==> config.mk <==
export PLATFORM = sky130hd
export DESIGN_NAME = key_event_decoder
export DESIGN_NICKNAME = d
export VERILOG_FILES = /design/src/rtl/keypad_pkg.sv /design/src/rtl/key_event_fifo.sv /design/src/rtl/key_event_decoder.sv
export SDC_FILE = /design/constraint.sdc
export NUM_CORES = 1
export LEC_CHECK = 0
export CAP_MARGIN = 20
export CELL_PAD_IN_SITES_DETAIL_PLACEMENT = 1
export CELL_PAD_IN_SITES_GLOBAL_PLACEMENT = 2
export CORE_MARGIN = 2
export CORE_UTILIZATION = 35
export DETAILED_ROUTE_END_ITERATION = 12
export PLACE_DENSITY_LB_ADDON = 0.1
export SLEW_MARGIN = 25
export SYNTH_ARGS = -nofsm -noshare
export SYNTH_HDL_FRONTEND = slang
export SYNTH_HIERARCHICAL = 1
export SYNTH_SLANG_ARGS = --single-unit
==> constraint.sdc <==
create_clock -name key_clk -period 3.5 [get_ports key_clk]
set_input_delay 0.35 -clock key_clk [delete_from_list [all_inputs] [get_ports key_clk]]
set_output_delay 0.35 -clock key_clk [all_outputs]
set_load 0.01 [all_outputs]
==> src/rtl/keypad_pkg.sv <==
`default_nettype none
// ============================================================================
//  Module      : keypad_pkg
//  Description : Shared definitions for the 4x4 keypad path. Holds the key
//                event FSM state encoding, the key-code constants, the FIFO
//                entry layout and the one-cold decode helpers. The scanner
//                test bench reuses these helpers.
//  Contents    : ST_*            FSM state encodings (2 bits)
//                KEY_*           non-digit key codes
//                onecold_t       {valid, index} result of a one-cold decode
//                key_event_t     {long_press, code} FIFO entry
//                onecold_to_index()  one-cold vector -> index + valid
//                key_code()          (row, col) -> 4-bit key code
//  Revision    : 1.0  initial release
// ============================================================================
package keypad_pkg;

    localparam logic [1:0] ST_IDLE         = 2'd0;
    localparam logic [1:0] ST_DEBOUNCE     = 2'd1;
    localparam logic [1:0] ST_HELD         = 2'd2;
    localparam logic [1:0] ST_WAIT_RELEASE = 2'd3;

    localparam logic [3:0] KEY_A    = 4'd10;
    localparam logic [3:0] KEY_B    = 4'd11;
    localparam logic [3:0] KEY_C    = 4'd12;
    localparam logic [3:0] KEY_D    = 4'd13;
    localparam logic [3:0] KEY_STAR = 4'd14;
    localparam logic [3:0] KEY_HASH = 4'd15;

    typedef struct packed {
        logic       valid;
        logic [1:0] index;
    } onecold_t;

    typedef struct packed {
        logic       long_press;
        logic [3:0] code;
    } key_event_t;

    // Position of the single 0; anything other than exactly one 0 is invalid.
    function automatic onecold_t onecold_to_index(input logic [3:0] vec);
        onecold_t res;
        res.valid = 1'b1;
        res.index = 2'd0;
        case (vec)
            4'b1110: res.index = 2'd0;
            4'b1101: res.index = 2'd1;
            4'b1011: res.index = 2'd2;
            4'b0111: res.index = 2'd3;
            default: res.valid = 1'b0;
        endcase
        return res;
    endfunction

    // Keypad face: 1 2 3 A / 4 5 6 B / 7 8 9 C / * 0 # D
    function automatic logic [3:0] key_code(input logic [1:0] row,
                                            input logic [1:0] col);
        logic [3:0] code;
        case ({row, col})
            4'h0: code = 4'd1;
            4'h1: code = 4'd2;
            4'h2: code = 4'd3;
            4'h3: code = KEY_A;
            4'h4: code = 4'd4;
            4'h5: code = 4'd5;
            4'h6: code = 4'd6;
            4'h7: code = KEY_B;
            4'h8: code = 4'd7;
            4'h9: code = 4'd8;
            4'hA: code = 4'd9;
            4'hB: code = KEY_C;
            4'hC: code = KEY_STAR;
            4'hD: code = 4'd0;
            4'hE: code = KEY_HASH;
            default: code = KEY_D;
        endcase
        return code;
    endfunction

endpackage
`default_nettype wire

==> src/rtl/key_event_fifo.sv <==
`default_nettype none
// ============================================================================
//  Module      : key_event_fifo
//  Description : Small synchronous FIFO for key events with a sticky overflow
//                flag. A push into a full FIFO is accepted only when a pop
//                frees a slot in the same cycle; otherwise it is dropped.
//  Ports       : key_clk    clock, posedge
//                rst        asynchronous active-low reset
//                push       write request, push_data is the entry
//                pop        read request (ignored while empty)
//                pop_data   head entry, 0 while empty
//                empty/full/count  occupancy
//                overflow   sticky, set when a push is dropped
//  Revision    : 1.0  initial release
// ============================================================================
module key_event_fifo #(
    parameter int DEPTH = 4,
    parameter int WIDTH = 5
) (
    input  logic                         key_clk,
    input  logic                         rst,
    input  logic                         push,
    input  logic [WIDTH-1:0]             push_data,
    input  logic                         pop,
    output logic [WIDTH-1:0]             pop_data,
    output logic                         empty,
    output logic                         full,
    output logic [$clog2(DEPTH+1)-1:0]   count,
    output logic                         overflow
);

    localparam int PTR_W   = $clog2(DEPTH);
    localparam int COUNT_W = $clog2(DEPTH+1);

    logic [WIDTH-1:0] mem [DEPTH];
    logic [PTR_W-1:0] head;
    logic [PTR_W-1:0] tail;
    logic             do_push;
    logic             do_pop;

    assign empty    = (count == '0);
    assign full     = (count == COUNT_W'(DEPTH));
    assign do_pop   = pop & ~empty;
    assign do_push  = push & (~full | do_pop);
    assign pop_data = empty ? '0 : mem[head];

    // Storage needs no reset: the output is masked while empty.
    always_ff @(posedge key_clk) begin
        if (do_push) begin
            mem[tail] <= push_data;
        end
    end

    // DEPTH is a power of two, so pointer wrap is natural overflow.
    always_ff @(posedge key_clk or negedge rst) begin
        if (!rst) begin
            head     <= '0;
            tail     <= '0;
            count    <= '0;
            overflow <= 1'b0;
        end else begin
            if (do_push) begin
                tail <= tail + PTR_W'(1);
            end
            if (do_pop) begin
                head <= head + PTR_W'(1);
            end
            case ({do_push, do_pop})
                2'b10:   count <= count + COUNT_W'(1);
                2'b01:   count <= count - COUNT_W'(1);
                default: count <= count;
            endcase
            if (push && !do_push) begin
                overflow <= 1'b1;
            end
        end
    end

endmodule
`default_nettype wire

==> src/rtl/key_event_decoder.sv <==
`default_nettype none
// ============================================================================
//  Module      : key_event_decoder
//  Description : Turns debounced keypad presses into key-code events, with one
//                extra long-press event per hold, buffered in a FIFO with a
//                valid/ready output handshake.
//  Ports       : key_clk           scan clock, posedge
//                rst               asynchronous active-low reset
//                key_pressed_flag  1 while the scanner holds a captured key
//                col_val/row_val   one-cold captured column / row
//                ev_ready          downstream accepts head event
//                ev_valid/ev_code/ev_long  head event
//                ev_count          FIFO occupancy
//                err_multi         pulse: accepted press not decodable
//                overflow          sticky: event dropped on full FIFO
//  Revision    : 1.0  initial release
// ============================================================================
module key_event_decoder
    import keypad_pkg::*;
#(
    parameter int DEBOUNCE    = 3,
    parameter int LONG_CYCLES = 400,
    parameter int DEPTH       = 4
) (
    input  logic                       key_clk,
    input  logic                       rst,
    input  logic                       key_pressed_flag,
    input  logic [3:0]                 col_val,
    input  logic [3:0]                 row_val,
    input  logic                       ev_ready,
    output logic                       ev_valid,
    output logic [3:0]                 ev_code,
    output logic                       ev_long,
    output logic [$clog2(DEPTH+1)-1:0] ev_count,
    output logic                       err_multi,
    output logic                       overflow
);

    localparam int              CNT_W      = $clog2(LONG_CYCLES+1);
    localparam logic [CNT_W-1:0] DEB_LIMIT  = CNT_W'(DEBOUNCE);
    localparam logic [CNT_W-1:0] LONG_LIMIT = CNT_W'(LONG_CYCLES-1);

    logic [1:0]       state;
    logic [1:0]       state_nxt;
    logic [CNT_W-1:0] cnt;
    logic [CNT_W-1:0] cnt_nxt;
    logic [3:0]       code_latch;
    logic [3:0]       code_nxt;
    logic             armed;

    onecold_t         col_dec;
    onecold_t         row_dec;
    logic             decode_valid;
    logic [3:0]       decode_code;

    logic             push;
    key_event_t       push_data;
    key_event_t       head_data;
    logic             fifo_empty;
    logic             fifo_full;

    assign col_dec      = onecold_to_index(col_val);
    assign row_dec      = onecold_to_index(row_val);
    assign decode_valid = col_dec.valid & row_dec.valid;
    assign decode_code  = key_code(row_dec.index, col_dec.index);

    // armed stays low after reset until the flag is seen low, so a key that
    // was held across reset cannot start a new press.
    always_ff @(posedge key_clk or negedge rst) begin
        if (!rst) begin
            state      <= ST_IDLE;
            cnt        <= '0;
            code_latch <= 4'd0;
            armed      <= 1'b0;
        end else begin
            state      <= state_nxt;
            cnt        <= cnt_nxt;
            code_latch <= code_nxt;
            if (!key_pressed_flag) begin
                armed <= 1'b1;
            end
        end
    end

    always_comb begin
        state_nxt = state;
        cnt_nxt   = cnt;
        code_nxt  = code_latch;
        case (state)
            ST_IDLE: begin
                cnt_nxt = '0;
                if (key_pressed_flag && armed) begin
                    state_nxt = ST_DEBOUNCE;
                    cnt_nxt   = CNT_W'(1);
                end
            end
            ST_DEBOUNCE: begin
                if (!key_pressed_flag) begin
                    state_nxt = ST_IDLE;
                    cnt_nxt   = '0;
                end else if (cnt == DEB_LIMIT) begin
                    cnt_nxt = '0;
                    if (decode_valid) begin
                        code_nxt  = decode_code;
                        state_nxt = ST_HELD;
                    end else begin
                        state_nxt = ST_WAIT_RELEASE;
                    end
                end else begin
                    cnt_nxt = cnt + CNT_W'(1);
                end
            end
            ST_HELD: begin
                if (!key_pressed_flag) begin
                    state_nxt = ST_IDLE;
                    cnt_nxt   = '0;
                end else if (cnt == LONG_LIMIT) begin
                    state_nxt = ST_WAIT_RELEASE;
                    cnt_nxt   = '0;
                end else begin
                    cnt_nxt = cnt + CNT_W'(1);
                end
            end
            default: begin
                cnt_nxt = '0;
                if (!key_pressed_flag) begin
                    state_nxt = ST_IDLE;
                end
            end
        endcase
    end

    always_comb begin
        push      = 1'b0;
        push_data = '0;
        err_multi = 1'b0;
        case (state)
            ST_DEBOUNCE: begin
                if (key_pressed_flag && (cnt == DEB_LIMIT)) begin
                    if (decode_valid) begin
                        push      = 1'b1;
                        push_data = '{long_press: 1'b0, code: decode_code};
                    end else begin
                        err_multi = 1'b1;
                    end
                end
            end
            ST_HELD: begin
                if (key_pressed_flag && (cnt == LONG_LIMIT)) begin
                    push      = 1'b1;
                    push_data = '{long_press: 1'b1, code: code_latch};
                end
            end
            default: begin
                push = 1'b0;
            end
        endcase
    end

    key_event_fifo #(
        .DEPTH (DEPTH),
        .WIDTH (5)
    ) u_fifo (
        .key_clk   (key_clk),
        .rst       (rst),
        .push      (push),
        .push_data (push_data),
        .pop       (ev_ready),
        .pop_data  (head_data),
        .empty     (fifo_empty),
        .full      (fifo_full),
        .count     (ev_count),
        .overflow  (overflow)
    );

    assign ev_valid = ~fifo_empty;
    assign ev_code  = head_data.code;
    assign ev_long  = head_data.long_press;

endmodule
`default_nettype wire

==> results of run 1 <==
worst max-delay path, stage by stage:
cell	delay [ns]
clkdlybuf4s50_1	0.48
xor2_1	0.20
and3_1	0.25
o32a_1	0.38
nand3_1	0.18
o21ai_0	0.16
a21boi_2	0.19
inv_1	0.06
ha_1	0.19
inv_1	0.07
fa_1	0.37
xor2_1	0.15
nor2_1	0.11
xor2_1	0.15
registers in the layout, indices dropped and copies added (netlist names):
register	flops
u_fifo/mem	20
armed	1
u_fifo/overflow	1
state	2
code_latch	4
u_fifo/head	2
u_fifo/count	3
u_fifo/tail	2
cnt	9
logic make-up after synthesis:
| logic type | count (synthesis) | synth area share [%] |
|---|---|---|
| flops | 44 | 49.6 |
| compound gates | 27 | 7.38 |
| xor+xnor | 17 | 6.14 |
| mux | 9 | 7.18 |
| buf+inv | 23 | 4.54 |
| simple gates | 73 | 16.6 |
| fa+ha+maj | 16 | 8.57 |
cell usage after synthesis:
master,number
nor3b_4,1
mux4_1,1
buf_2,1
and4b_2,1
and2_1,9
nor3_1,2
and2b_2,1
nor2_1,17
and3_1,4
nand3_1,12
xnor2_1,5
inv_1,17
nor2_2,1
or2_2,2
edfxtp_1,20
o32a_1,1
o221ai_1,1
nand4_1,2
nand2_1,13
dfrtp_1,24
a41o_1,1
ha_1,15
mux2_4,1
and4_1,1
fa_1,1
clkbuf_1,1
mux4_2,5
o21ai_0,7
nand4b_1,3
nand2b_1,1
inv_2,1
or3_4,1
a32oi_1,1
a21boi_2,1
buf_6,3
mux2i_1,2
nor3b_1,1
nor4b_1,1
o21ai_2,1
o21a_1,1
a21oi_1,6
xor2_1,12
a31oi_1,5
a31o_2,2
worst paths after layout:
path	startpoint	end	slack [ns]	cells past startpoint
setup / recovery	row_val[1]	u_fifo/count[2]	0.45	14
hold / removal	rst	u_fifo/head[1]	0.40	2
setup reg to reg	cnt[0]	u_fifo/count[2]	0.77	14
hold reg to reg	u_fifo/overflow	u_fifo/overflow	0.48	1
max in group asynchronous	rst	state[0]	2.82	2
min in group key_clk	u_fifo/overflow	u_fifo/overflow	0.48	1
per-stage QoR:
stage                     cells  setup slack [ns]  power [W]
final                       317             0.455    0.00151
after global routing        317             0.244    0.00161
after CTS                   317             0.469    0.00153
after detailed placement    309             0.145    0.00115
after global placement      309             0.276    0.00112
after floorplan             209             0.733   0.000994
report_power, final:
group / switching (W) / total, W / internal (W) / leakage (nW)
combinational: 0.000218 / 0.000451 / 0.000234 / 0.628
clock: 0.000197 / 0.000384 / 0.000187 / 0.0530
sequential: 0.0000867 / 0.000677 / 0.000591 / 0.522
layout make-up:
| type | instances | area, µm² | share of cell area, % |
|---|---|---|---|
| Clock inverter | 2 | 16.3 | 0.574 |
| Multi-Input combinational cell | 142 | 1110 | 39.2 |
| Inverter | 18 | 67.6 | 2.38 |
| Sequential cell | 44 | 1200 | 42.4 |
| Clock buffer | 6 | 93.8 | 3.31 |
| Timing Repair Buffer | 25 | 243 | 8.57 |
| Tap cell | 80 | 100 | 3.53 |
layer usage:
metal / share of wire [%] / track usage, % / up-vias
met5: 0 / 0 / -
met4: 1.2 / 4.62 / 0
li1: - / - / 787
met1: 44 / 16.9 / 816
met2: 52 / 25.7 / 26
met3: 2.9 / 2.84 / 6
==> impl_metrics.toml, run 1 <==
[finish]
fillCellCount = 744
final_area_mm2 = 0.00283
fin_util_pct = 41.9
diodes = 0
drive_gt1_share_pct = 12.2
area_growth_pct = 16.9
final_cell_mix = "dfrtp_1, clkdlybuf4s50_1, edfxtp_1"
final_nets = 264
final_common_cell = "dfrtp_1"

[sta]
relSlewSlack_pct = 61.6
setup_tns_ns = 0
period_needed_ns = 3.05
hold_viol_final = 0
skew_ns = 0.0149
rsz0062_at_grt = "false"
max_clock_freq_mhz = 328
holdWs_ns = 0.397
setup_violations = 0
maxSlewViolCount = 0
fin_crit_sh_pct = 87.0
worstMarginPinSlew_ns = 0.571

[global_route]
grt_pass1_vias = 1770
grt_antenna_before_repair = 0
grt_pass1_wl_um = 8420
grtUsageTotal_pct = 14.3
grt_overflow_total = 0
grt_start_max_net_pins = 25

[floorplan]
core_mm2 = 0.00676
dieArea_mm2 = 0.00761
io_pins = 23
fp.dieW_um = 87.2
die_h_um = 87.2
fp-row-count = 30
start_util_pct = 35.9

[logic_synthesis]
synth_top_cell_area_share_pct = 24.8
synth_cells = 209
synth_warnings = 6
yosys.area.top_type = "dfrtp_1"
ys_seq_elements = 44
netlist_area_mm2 = 0.00242
synth.area.top_cells = "dfrtp_1, edfxtp_1, ha_1"
syn_avg_cell_area_um2 = 11.6
syn-num-nets = 237
seq_area_frac_synth_pct = 49.6
ys_types = 44

[clocking]
cts_resized = 0
cts_setup_buffers = 0
numCtsBuffers = 5
postCtsHoldBufs = 0
clock_tree.buffer_depth = 2
h-tree-depth = 2
clk_pin_slew_ns = 0.10
clk_latency_ns = 0.31
cts_num_sinks = 44
cts_tree = "yes"
cts_root_buffer = "clkbuf_8"

[critical_path]
cp.arrival_ns = 3.29
worstPathMaxFanout = 5
cp-start-kind = "primary input"
crit_required_ns = 3.74
end_kind = "flip-flop"
critPathKind = "in2reg"

[routing]
drt-total-wl_um = 5050
drc = 0
drt_iter0_drc = 47
wire_per_inst_um = 15.9
avgViaCountPerCell = 5.16
detail-route-antenna-nets = 0
drt-pass1-iter-count = 5
vias = 1635

[pwr]
p_leak_nw = 1.20
powerDensity_mw_per_mm2 = 534
peakVddDrop_mv = 0.191

[place]
gp_congestion = 0.797
placed_area_mm2 = 0.00272
dp_hpwl_um = 3830
portBuffers = 22

[flow_run]
cap_violations = 0

[run_status]
status = "finished, final reports clean"

[hold_path]
worstHoldPathType = "in2async"
No activity file was read; power rests on OpenSTA's default activity.
==> run 2: changes to the inputs <==
--- a/config.mk
+++ b/config.mk
@@ -5,6 +5,7 @@
 export SDC_FILE = /design/constraint.sdc
 export NUM_CORES = 1
 export LEC_CHECK = 0
+export ABC_AREA = 1
 export CAP_MARGIN = 20
 export CELL_PAD_IN_SITES_DETAIL_PLACEMENT = 1
 export CELL_PAD_IN_SITES_GLOBAL_PLACEMENT = 2
@@ -17,3 +18,4 @@
 export SYNTH_HDL_FRONTEND = slang
 export SYNTH_HIERARCHICAL = 1
 export SYNTH_SLANG_ARGS = --single-unit
+export TNS_END_PERCENT = 20
==> run 2 against run 1 <==
Net effect: final cell count is 51% higher; power up 7.8%; routed wire length rose by 7.1%; fmax increased by 15%; synthesized cell count grew 67%; first-iteration DRC count down 43%; worst setup slack gained 0.41 ns; critical path type is now reg2reg.
==> impl_metrics.toml, run 2 <==
[run_status]
status = "finished, final reports clean"

[critical_path]
end_kind = "flip-flop"
crit_required_ns = 3.72
critPathKind = "reg2reg"
cp.arrival_ns = 2.86
cp-start-kind = "flip-flop"
worstPathMaxFanout = 9

[place]
placed_area_mm2 = 0.00312
gp_congestion = 0.745
portBuffers = 22
dp_hpwl_um = 4500

[clocking]
numCtsBuffers = 5
clock_tree.buffer_depth = 2
cts_tree = "yes"
cts_num_sinks = 44
cts_root_buffer = "clkbuf_8"
clk_pin_slew_ns = 0.08
postCtsHoldBufs = 0
clk_latency_ns = 0.29
h-tree-depth = 2
cts_setup_buffers = 0
cts_resized = 0

[sta]
relSlewSlack_pct = 64.1
setup_violations = 0
setup_tns_ns = 0
max_clock_freq_mhz = 379
fin_crit_sh_pct = 75.4
hold_viol_final = 0
worstMarginPinSlew_ns = 0.537
maxSlewViolCount = 0
rsz0062_at_grt = "false"
skew_ns = 0.00595
period_needed_ns = 2.64

[hold_path]
worstHoldPathType = "in2async"

[finish]
multi_input_area_mm2 = 0.00127
largest_reg_flops = 20
final_cell_mix = "nand2_1, inv_1, nand3_1"
final_nets = 404
reg.largest.list = "u_fifo/mem (20), cnt (9), code_latch (4)"
final_area_mm2 = 0.00320
top_register = "u_fifo/mem"
fillCellCount = 971
fin_util_pct = 41.4
drive_gt1_share_pct = 12.7
final_common_cell = "nand2_1"
diodes = 0
seq_area_mm2 = 0.00120
area_growth_pct = 14.9

[floorplan]
die_h_um = 93.2
start_util_pct = 36.0
fp.dieW_um = 93.2
core_mm2 = 0.00773
fp-row-count = 32
io_pins = 23
dieArea_mm2 = 0.00868

[global_route]
grt_pass1_wl_um = 10000
grt_overflow_total = 0
grt_pass1_vias = 2215
grt_start_max_net_pins = 25
grtUsageTotal_pct = 14.5
grt_antenna_before_repair = 0

[routing]
drt-total-wl_um = 5410
detail-route-antenna-nets = 0
avgViaCountPerCell = 4.34
vias = 2079
drt-pass1-iter-count = 4
wire_per_inst_um = 11.3
drt_iter0_drc = 27
drc = 0

[logic_synthesis]
synth_cells = 349
syn_avg_cell_area_um2 = 7.97
netlist_area_mm2 = 0.00278
syn-num-nets = 377
synth_warnings = 6

[pwr]
power_w = 0.00163
p_leak_nw = 1.62
powerDensity_mw_per_mm2 = 510
peakVddDrop_mv = 0.179

[flow_run]
cap_violations = 0
-- run 2: critical path, cell delays in order, from the launching register on --
cell      delay [ns]
dfrtp_1         0.40
inv_1           0.08
ha_1            0.38
inv_1           0.13
nor3_4          0.35
o21bai_2        0.24
nand2_4         0.11
ha_1            0.22
inv_1           0.09
fa_1            0.40
o21ai_0         0.16
-- run 2: stage by stage --
| stage | setup WS [ns] | cells | hold WS [ns] |
|---|---|---|---|
| 2_1_floorplan | 1.17 | 349 | 0.0544 |
| 3_3_place_gp | 0.703 | 471 | 0.441 |
| 3_5_place_dp | 0.599 | 471 | 0.453 |
| 4_1_cts | 0.817 | 479 | 0.419 |
| 5_1_grt | 0.586 | 479 | 0.433 |
| 6_report | 0.862 | 479 | 0.414 |
-- run 2: cell type report --
type | count | area share (%)
Inverter | 77 | 9.04
Multi-Input combinational cell | 225 | 39.7
Sequential cell | 44 | 37.6
Timing Repair Buffer | 23 | 7.12
Clock inverter | 1 | 0.156
Tap cell | 102 | 3.99
Clock buffer | 7 | 2.39
-- run 2: final timing paths --
| path | startpoint | cells past startpoint | slack, ns | endpoint |
|---|---|---|---|---|
| worst min register to register | armed | 2 | 0.46 | armed |
| max in group asynchronous | rst | 2 | 2.82 | cnt[1] |
| worst min-delay path | rst | 2 | 0.41 | u_fifo/head[1] |
| min in group key_clk | armed | 2 | 0.46 | armed |
| worst max-delay path | state[0] | 10 | 0.86 | u_fifo/count[1] |
| worst max register to register | state[0] | 10 | 0.86 | u_fifo/count[1] |
-- run 2: power by group --
group / internal, W / switching (W)
sequential: 0.000587 / 0.0000768
clock: 0.000140 / 0.000165
combinational: 0.000288 / 0.000373
total: 0.00102 / 0.000614
-- run 2: layer usage --
metal	track usage [%]	vias to the layer above	wire length, µm
met1	18.2	941	2520
met4	4.04	0	71
met5	0	-	0
met3	2.42	6	107
li1	-	1115	-
met2	25.6	17	2710
==> run 3: changes to the inputs <==
--- a/config.mk
+++ b/config.mk
@@ -10,7 +10,7 @@
 export CELL_PAD_IN_SITES_DETAIL_PLACEMENT = 1
 export CELL_PAD_IN_SITES_GLOBAL_PLACEMENT = 2
 export CORE_MARGIN = 2
-export CORE_UTILIZATION = 35
+export CORE_UTILIZATION = 31
 export DETAILED_ROUTE_END_ITERATION = 12
 export PLACE_DENSITY_LB_ADDON = 0.1
 export SLEW_MARGIN = 25
==> constraint.sdc (replaced) <==
create_clock -name key_clk -period 2.39 [get_ports key_clk]
set_input_delay 0.239 -clock key_clk [delete_from_list [all_inputs] [get_ports key_clk]]
set_output_delay 0.239 -clock key_clk [all_outputs]
set_load 0.01 [all_outputs]
==> run 3 against run 2 <==
Net effect: via count up 7.4%; count of clock-buffer cells in the layout down 1; hold slack worse by 0.11 ns; fmax up 18%; power up 60%; critical path type unchanged; utilization down 1.6 points.
==> impl_metrics.toml, run 3 (same netlist as run 2, synthesis figures left out) <==
[place]
dp.cells = 502
gp_congestion = 0.737
portBuffers = 22
dp_hpwl_um = 4710

[clocking]
numCtsBuffers = 5
cts_root_buffer = "clkbuf_8"
cts_tree = "yes"
postCtsHoldBufs = 0
clk_latency_ns = 0.30
clock_tree.buffer_depth = 2
clk_pin_slew_ns = 0.09
h-tree-depth = 2
cts_num_sinks = 44

[sta]
worstMarginPinSlew_ns = 0.329
setup_violations = 0
hold_viol_final = 0
period_needed_ns = 2.24
max_clock_freq_mhz = 447
maxSlewViolCount = 0
relSlewSlack_pct = 78.1
fin_crit_sh_pct = 93.7
rsz0062_at_grt = "false"
skew_ns = 0.0104

[floorplan]
fp-row-count = 34
die_h_um = 98.7
core_mm2 = 0.00872
start_util_pct = 31.9
io_pins = 23
fp.dieW_um = 98.7
dieArea_mm2 = 0.00975

[critical_path]
slowest_stage = "dfrtp_1"
path_cells = "inv_1, ha_2, nand2_1, clkinv_1, nand3_2, nor2_8, inv_2, o21bai_4, nand2_4, ha_1, inv_1, fa_1, o21ai_1"
cp-start-kind = "flip-flop"
worstPathMaxFanout = 4
cp_common_cell = "inv_1"
crit_path_max_incr_delay_ns = 0.42
cp.arrival_ns = 2.47
critPathKind = "reg2reg"
crit_required_ns = 2.62
end_kind = "flip-flop"

[finish]
largest_reg_flops = 20
top_register = "u_fifo/mem"
final_common_cell = "nand2_1"
fin_util_pct = 39.8
final_nets = 432
layout.cells.non_filler = 513
diodes = 0
reg.largest.list = "u_fifo/mem (20), cnt (9), code_latch (4)"
final_cell_mix = "nand2_1, inv_1, nand3_1"
drive_gt1_share_pct = 20.2
fillCellCount = 1074
area_growth_pct = 24.6

[run_status]
status = "finished, final reports clean"

[routing]
vias = 2232
drc = 0
drt-total-wl_um = 5760
drt_iter0_drc = 52
avgViaCountPerCell = 4.35
detail-route-antenna-nets = 0
wire_per_inst_um = 11.2
drt-pass1-iter-count = 4

[pwr]
p_switching_w = 0.000971
peakVddDrop_mv = 0.348
seqPwrFrac_pct = 37.5
power_frac_clock_pct = 20.9
swShare_pct = 37.3
combPwrFrac_pct = 41.6
p_int_w = 0.00163
p_leak_nw = 1.77
powerDensity_mw_per_mm2 = 751

[global_route]
grt_pass1_vias = 2314
grt_start_max_net_pins = 25
grtUsageTotal_pct = 12.8
grt_pass1_wl_um = 10300
grt_antenna_before_repair = 0
grt_overflow_total = 0

[hold_path]
worstHoldPathType = "in2async"

[flow_run]
cap_violations = 0
[run 3: path summary, 6_finish.rpt]
path                       startpoint         endpoint  slack, ns  cells past startpoint
setup / recovery             state[1]  u_fifo/count[1]       0.15                     13
hold / removal                    rst   u_fifo/head[1]       0.31                      2
setup reg to reg             state[1]  u_fifo/count[1]       0.15                     13
hold reg to reg                 armed            armed       0.47                      2
max in group asynchronous         rst   u_fifo/head[0]       1.82                      2
min in group key_clk            armed            armed       0.47                      2
[run 3: timing repair]
action                     CTS  global route
setup endpoints to repair    0             7
resized for setup            0             7
setup buffers                0             3
[run 3: worst max-delay path: cells and delay by family, from the launching register on]
kind,cells,cell delay [ns]
AO/OA/AOI/OAI,2,0.27
adder cells (fa/ha/maj),3,0.81
buffers and inverters,4,0.29
flip-flops,1,0.42
AND/OR/NAND/NOR,4,0.37
[run 3: through the flow]
stage / hold WS [ns] / total power [W] / setup slack, ns / cell area (µm²) / TNS, ns
after floorplan: -0.0566 / 0.00163 / 0.0557 / 2780 / 0
after global placement: 0.440 / 0.00201 / -0.0572 / 3310 / -0.0795
after detailed placement: 0.449 / 0.00204 / -0.140 / 3310 / -0.248
after CTS: 0.312 / 0.00260 / 0.0466 / 3420 / 0
after global routing: 0.339 / 0.00284 / 0.00913 / 3470 / 0
final: 0.307 / 0.00260 / 0.152 / 3470 / 0
[run 3: final cells by class]
class | instances | area [µm²] | share of cell area (%)
Clock inverter | 2 | 16.3 | 0.469
Sequential cell | 44 | 1200 | 34.7
Tap cell | 108 | 135 | 3.90
Inverter | 77 | 289 | 8.33
Clock buffer | 6 | 93.8 | 2.71
Timing Repair Buffer | 51 | 438 | 12.6
Multi-Input combinational cell | 225 | 1290 | 37.3
[run 3: metal layers]
metal	part of all wire, %	GRT usage, %	vias to the layer above
li1	-	-	1173
met1	45	15.8	1036
met2	52	23.1	18
met3	2.1	2.13	5
met4	1.1	3.16	0
met5	0	0	-
[run 3: power groups by stage]
stage               clock [W]  sequential [W]  combinational (W)
CTS                  0.000567        0.000977            0.00105
global route         0.000596        0.000996            0.00125
finish               0.000544        0.000977            0.00108
detailed placement          0        0.000993            0.00105
floorplan                   0        0.000946           0.000687
global placement            0        0.000992            0.00102
